**src/rtl/cart_upload_reader_if.sv**
```systemverilog
// HPS ioctl upload bus between hps_io (master) and the upload read responder (slave).
interface cart_upload_reader_if;
  logic        ioctl_upload;
  logic        ioctl_rd;
  logic [24:0] ioctl_addr;
  logic [7:0]  ioctl_din;
  logic        ioctl_wait;

  modport master (output ioctl_upload, ioctl_rd, ioctl_addr, input ioctl_din, ioctl_wait);
  modport slave  (input ioctl_upload, ioctl_rd, ioctl_addr, output ioctl_din, ioctl_wait);
endinterface

```
**src/rtl/cart_upload_reader.sv**
```systemverilog
// ioctl upload responder: fetches bytes from a fixed-latency RAM port and serves hps_io reads.
// Optional running checksum enabled by defining UPLOAD_CKSUM_EN.
module cart_upload_reader #(
  parameter int              ADDR_W   = 15,
  parameter int              MEM_SIZE = 32768,
  parameter int              RD_LAT   = 1,
  parameter logic [7:0]      PAD_BYTE = 8'hFF
) (
  input  logic                 clk_sys,
  input  logic                 reset_n,
  cart_upload_reader_if.slave  ioctl,
  output logic [ADDR_W-1:0]    mem_addr,
  output logic                 mem_rd,
  input  logic [7:0]           mem_q,
  output logic                 upload_done,
  output logic [15:0]          bytes_sent,
  output logic [7:0]           cksum
);

  typedef enum logic [1:0] {IDLE, ISSUE, LAT, PRESENT} state_t;

  localparam logic [25:0] MEM_LIM = 26'(MEM_SIZE);

  state_t      state;
  logic [1:0]  lat_cnt;
  logic        wait_r;
  logic        upload_q;

  logic        upload_rise;
  logic        accept;
  logic        in_range;
  logic        capture;
  logic        load_byte;
  logic [7:0]  byte_val;
  logic [15:0] bytes_base;
  logic [15:0] bytes_next;

  always_comb begin
    upload_rise = ioctl.ioctl_upload & ~upload_q;
    accept      = (state == IDLE) & ioctl.ioctl_rd & ioctl.ioctl_upload;
    in_range    = {1'b0, ioctl.ioctl_addr} < MEM_LIM;
    capture     = (state == LAT) & (lat_cnt == 2'd0) & ioctl.ioctl_upload;
    load_byte   = (accept & ~in_range) | capture;
    byte_val    = capture ? mem_q : PAD_BYTE;
    // A read landing on the session's first cycle counts against the cleared total
    bytes_base  = upload_rise ? 16'd0 : bytes_sent;
    bytes_next  = bytes_base;
    if (load_byte && bytes_base != 16'hFFFF)
      bytes_next = bytes_base + 16'd1;
  end

  // Raise wait in the accept cycle itself so hps_io never sees a stale low
  assign ioctl.ioctl_wait = wait_r | (accept & reset_n);

  always_ff @(posedge clk_sys or negedge reset_n) begin
    if (!reset_n) begin
      state           <= IDLE;
      lat_cnt         <= 2'd0;
      wait_r          <= 1'b0;
      upload_q        <= 1'b0;
      ioctl.ioctl_din <= 8'h00;
      mem_addr        <= '0;
      mem_rd          <= 1'b0;
      upload_done     <= 1'b0;
      bytes_sent      <= 16'd0;
    end else begin
      upload_q    <= ioctl.ioctl_upload;
      upload_done <= ~ioctl.ioctl_upload & upload_q;
      mem_rd      <= 1'b0;
      bytes_sent  <= bytes_next;
      if (load_byte)
        ioctl.ioctl_din <= byte_val;
      if (!ioctl.ioctl_upload) begin
        // Session ended: drop any fetch in flight without counting it
        state  <= IDLE;
        wait_r <= 1'b0;
      end else begin
        case (state)
          IDLE: begin
            if (accept) begin
              if (in_range) begin
                mem_addr <= ioctl.ioctl_addr[ADDR_W-1:0];
                mem_rd   <= 1'b1;
                wait_r   <= 1'b1;
                state    <= ISSUE;
              end else begin
                wait_r <= 1'b0;
                state  <= PRESENT;
              end
            end
          end
          ISSUE: begin
            lat_cnt <= 2'(RD_LAT - 1);
            state   <= LAT;
          end
          LAT: begin
            if (lat_cnt == 2'd0) begin
              wait_r <= 1'b0;
              state  <= PRESENT;
            end else begin
              lat_cnt <= lat_cnt - 2'd1;
            end
          end
          PRESENT: state <= IDLE;
          default: state <= IDLE;
        endcase
      end
    end
  end

`ifdef UPLOAD_CKSUM_EN
  logic [7:0] cksum_r;

  always_ff @(posedge clk_sys or negedge reset_n) begin
    if (!reset_n)
      cksum_r <= 8'h00;
    else
      cksum_r <= (upload_rise ? 8'h00 : cksum_r) + (load_byte ? byte_val : 8'h00);
  end

  assign cksum = cksum_r;
`else
  assign cksum = 8'h00;
`endif

endmodule

```
**src/flat_wrapper.sv**
```systemverilog
// flat-port wrapper written by rule: the top's interface ports become plain ports
module cart_upload_reader_flat 
#(
  parameter int              ADDR_W   = 15,
  parameter int              MEM_SIZE = 32768,
  parameter int              RD_LAT   = 1,
  parameter logic [7:0]      PAD_BYTE = 8'hFF
)
  (clk_sys, reset_n, mem_addr, mem_rd, mem_q, upload_done, bytes_sent, cksum, ioctl_ioctl_upload, ioctl_ioctl_rd, ioctl_ioctl_addr, ioctl_ioctl_din, ioctl_ioctl_wait);
  cart_upload_reader_if ioctl_i ();
  input  logic clk_sys;
  input  logic reset_n;
  output logic [ADDR_W-1:0] mem_addr;
  output logic mem_rd;
  input  logic [7:0] mem_q;
  output logic upload_done;
  output logic [15:0] bytes_sent;
  output logic [7:0] cksum;
  input wire logic [$bits(ioctl_i.ioctl_upload)-1:0] ioctl_ioctl_upload;
  input wire logic [$bits(ioctl_i.ioctl_rd)-1:0] ioctl_ioctl_rd;
  input wire logic [$bits(ioctl_i.ioctl_addr)-1:0] ioctl_ioctl_addr;
  output wire logic [$bits(ioctl_i.ioctl_din)-1:0] ioctl_ioctl_din;
  output wire logic [$bits(ioctl_i.ioctl_wait)-1:0] ioctl_ioctl_wait;
  assign ioctl_i.ioctl_upload = ioctl_ioctl_upload;
  assign ioctl_i.ioctl_rd = ioctl_ioctl_rd;
  assign ioctl_i.ioctl_addr = ioctl_ioctl_addr;
  assign ioctl_ioctl_din = ioctl_i.ioctl_din;
  assign ioctl_ioctl_wait = ioctl_i.ioctl_wait;
  cart_upload_reader #(.ADDR_W(ADDR_W), .MEM_SIZE(MEM_SIZE), .RD_LAT(RD_LAT), .PAD_BYTE(PAD_BYTE)) u_core (.clk_sys(clk_sys), .reset_n(reset_n), .ioctl(ioctl_i), .mem_addr(mem_addr), .mem_rd(mem_rd), .mem_q(mem_q), .upload_done(upload_done), .bytes_sent(bytes_sent), .cksum(cksum));
endmodule
```
**config.mk**
```make
export PLATFORM = sky130hd
export DESIGN_NAME = cart_upload_reader_flat
export DESIGN_NICKNAME = d
export VERILOG_FILES = /design/src/rtl/cart_upload_reader_if.sv /design/src/rtl/cart_upload_reader.sv /design/src/flat_wrapper.sv
export SDC_FILE = /design/constraint.sdc
export NUM_CORES = 1
export LEC_CHECK = 0
export BUFFER_PORTS_ARGS = -buffer_cell sky130_fd_sc_hd__buf_4
export CAP_MARGIN = 10
export CORE_MARGIN = 3
export CORE_UTILIZATION = 49
export DETAILED_ROUTE_END_ITERATION = 10
export PLACE_DENSITY = 0.8
export SYNTH_ARGS = -nofsm -noshare
export SYNTH_HDL_FRONTEND = slang
export SYNTH_SLANG_ARGS = --single-unit
```
**constraint.sdc**
```tcl
create_clock -name clk_sys -period 3.3 [get_ports clk_sys]
set_input_delay 0.495 -clock clk_sys [delete_from_list [all_inputs] [get_ports clk_sys]]
set_output_delay 0.495 -clock clk_sys [all_outputs]
set_load 0.01 [all_outputs]
```
==> results.py <==
metrics = {
    "status": {
        "status": "completed",
    },
    "cts": {
        "cts_tree": "yes",
        "post_cts_resized": 0,
        "h-tree-depth": 2,
        "clkLatencyLatePin_ps": 300,
        "numCtsBuffers": 5,
        "numClockSinks": 47,
        "cts_buffer_depth": 2,
        "clk_pin_slew_ps": 90,
        "cts-root-buf": "clkbuf_8",
        "post_cts_buffers": 0,
        "hold_buffers": 0,
    },
    "timing": {
        "rsz0062_at_grt": "no",
        "period_needed_ps": 2340,
        "finalMaxSlewViolations": 0,
        "fin_setup_tns_ps": 0,
        "period_share_pct": 71.0,
        "slew_headroom_pct": 61.2,
        "fin_ws_ps": 956,
        "worst_slew_pin_slew_ps": 581,
        "worst_hold_slack_ps": 176,
        "setup_viol": 0,
        "fin_worst_skew_ps": 7.07,
        "fmax_mhz": 427,
        "hold_viol_final": 0,
    },
    "routing": {
        "drt_iter0_markers": 158,
        "firstDrtPassIters": 4,
        "via_per_inst": 5.48,
        "finalWirelength_um": 5050,
        "wire_per_inst_um": 15.0,
        "via_count": 1846,
        "drc": 0,
        "ant_nets": 0,
    },
    "global_route": {
        "track_usage_pct": 18.2,
        "antenna_found_initial": 0,
        "grt_first_pass_wirelength_um": 7740,
        "overflow": 0,
        "grt_pass1_vias": 1651,
        "grt_max_degree": 49,
    },
    "power": {
        "combPwrFrac_pct": 27.2,
        "p_int_mw": 1.16,
        "powerDensity_nw_per_um2": 539,
        "p_leak_nw": 1.49,
        "p_clk_share_pct": 30.6,
        "seqPwrFrac_pct": 42.2,
        "p_total_mw": 1.63,
        "worst_ir_drop_vdd_v": 0.000407,
        "switching_power_mw": 0.467,
        "p_sw_share_pct": 28.7,
    },
    "setup_path": {
        "crit_path_max_incr_delay_ps": 430,
        "cp-end-kind": "register",
        "worst_setup_path_start_kind": "register",
        "r2r-start": "u_core.upload_q$_DFF_PN0_",
        "crit_arrival_ps": 2540,
        "slowest_stage": "or3_1",
        "reg2reg_to": "u_core.bytes_sent[9]$_DFF_PN0_",
        "crit_type": "register to register",
        "r2r_slack_ps": 960,
        "crit_path_start": "u_core.upload_q$_DFF_PN0_",
        "worstPathCellList": "nand2b_1, and2_1, ha_1, nand3_1, or3_1, o22ai_4, nor2_1, a41o_1",
        "rr_worst_depth": 8,
        "endpoint": "u_core.bytes_sent[9]$_DFF_PN0_",
        "crit_required_ps": 3490,
        "critical_path_peak_fanout": 17,
    },
    "placed_design": {
        "place_ws_ps": 717,
        "place_hpwl_um": 3780,
        "io_buffers": 78,
        "gp_congestion": 0.811,
    },
    "synthesis": {
        "yosysMostFrequentCell": "dfrtp_1",
        "ys.flop_type": "dfrtp_1",
        "ys_seq_area_share_pct": 51.0,
        "yosysUniqueCellTypes": 47,
        "synth.avg_cell_area_um2": 11.2,
        "synthCells": 205,
        "yosys-top-cells-area": "dfrtp_1 51%, mux2_4 5.9%, o22a_1 3.0%",
        "ys_ff_latch": 47,
        "synth_warnings": 0,
        "synth_top_area_share_pct": 51.0,
        "synth-edff-count": 0,
        "yosysTopAreaCell": "dfrtp_1",
        "syn_area_um2": 2310,
        "ys_async_sr_fraction_pct": 100,
        "synthTopCellsByCount": "47 x dfrtp_1, 15 x nand2_1, 11 x nor2_1",
    },
    "floorplan": {
        "rows": 24,
        "die_x_um": 74.6,
        "die-area_um2": 5570,
        "initial_core_util_pct": 51.9,
        "die_y_um": 74.6,
        "coreArea_um2": 4440,
        "io_pins": 87,
    },
    "layout": {
        "insertedDiodeCount": 0,
        "drive_gt1_share_pct": 36.8,
        "nets": 326,
        "fin_util_pct": 68.0,
        "area_growth_pct": 31.0,
    },
    "job": {
        "cap_viol_max_count": 0,
    },
    "min_path": {
        "hp-class": "input pin to async pin",
    },
}
==> worst max-delay path: cells and delay by family, from the launching register on <==
family | cells | cell delay [ps]
flip-flops | 1 | 360
AND/OR/NAND/NOR | 5 | 1030
adder cells (fa/ha/maj) | 1 | 190
AO/OA/AOI/OAI | 2 | 650
==> worst min path at each step <==
stage | slack (ps) | endpoint | depth (start not counted) | from
floorplan | 200 | u_core.bytes_sent[0]$_DFF_PN0_ | 0 | reset_n
global placement | 470 | u_core.ioctl.ioctl_din[7]$_DFFE_PN0P_ | 1 | u_core.ioctl.ioctl_din[7]$_DFFE_PN0P_
detailed placement | 480 | u_core.ioctl.ioctl_din[7]$_DFFE_PN0P_ | 1 | u_core.ioctl.ioctl_din[7]$_DFFE_PN0P_
CTS | 210 | u_core.bytes_sent[0]$_DFF_PN0_ | 1 | reset_n
global route | 240 | u_core.bytes_sent[2]$_DFF_PN0_ | 1 | reset_n
finish | 180 | u_core.bytes_sent[0]$_DFF_PN0_ | 1 | reset_n
==> layer usage <==
metal  vias up  track usage (%)  share of wire, %
li1        878                -                 -
met1       898             23.1                40
met2        62             31.1                53
met3         8             3.78               5.8
met4         0             5.34               1.6
met5         -                0                 0
==> placed cells by master, fill, tap and decap left out, drive strengths merged, types with 2 or more instances in the layout <==
| cell | instances |
|---|---|
| and2 | 3 |
| clkbuf | 5 |
| mux2 | 16 |
| xnor2 | 5 |
| or2 | 2 |
| mux2i | 2 |
| o21ai | 7 |
| inv | 7 |
| a21oi | 5 |
| nor3 | 6 |
| and3 | 2 |
| ha | 5 |
| bufinv | 2 |
| nand4 | 6 |
| dfrtp | 47 |
| o31ai | 2 |
| o22a | 8 |
| buf | 79 |
| nand3 | 10 |
| o311a | 2 |
| nand2 | 16 |
| nor2 | 11 |
| conb | 8 |
| nor2b | 5 |
| or4 | 6 |
| or3 | 2 |
==> power by group through the flow <==
stage	Combinational, mW	Sequential (mW)	Clock [mW]
after floorplan	0.257	0.719	0
after global placement	0.433	0.695	0
after detailed placement	0.444	0.700	0
after CTS	0.448	0.688	0.509
after global routing	0.488	0.698	0.535
final	0.442	0.686	0.498
==> stage by stage <==
step / instances / area [um^2]
floorplan: 212 / 2330
global placement: 329 / 2880
detailed placement: 329 / 2880
CTS: 337 / 3020
global route: 337 / 3020
finish: 337 / 3020
==> final cells by class <==
type / instances / area (um^2)
fill: 335 / 1420
sequential: 47 / 1180
multi-input combinational: 144 / 1020
timing repair buffer: 79 / 593
clock buffer: 5 / 68.8
clock inverter: 3 / 67.6
tap: 52 / 65.1
inverter: 7 / 26.3
==> kinds of logic after synthesis <==
group	share of synthesized area, %
xor+xnor	2.28
flops	51.0
simple gates	17.0
other cells	0.163
buf+inv	5.75
fa+ha+maj	2.71
compound gates	10.9
mux	10.1
==> state kept, by name (all words and copies together) (netlist names) <==
signal	count
u_core.upload_q	1
u_core.upload_done	1
u_core.mem_addr	15
u_core.lat_cnt	2
u_core.mem_rd	1
u_core.state	2
u_core.ioctl.ioctl_din	8
u_core.wait_r	1
u_core.bytes_sent	16
No activity file was read; power rests on OpenSTA's default activity.
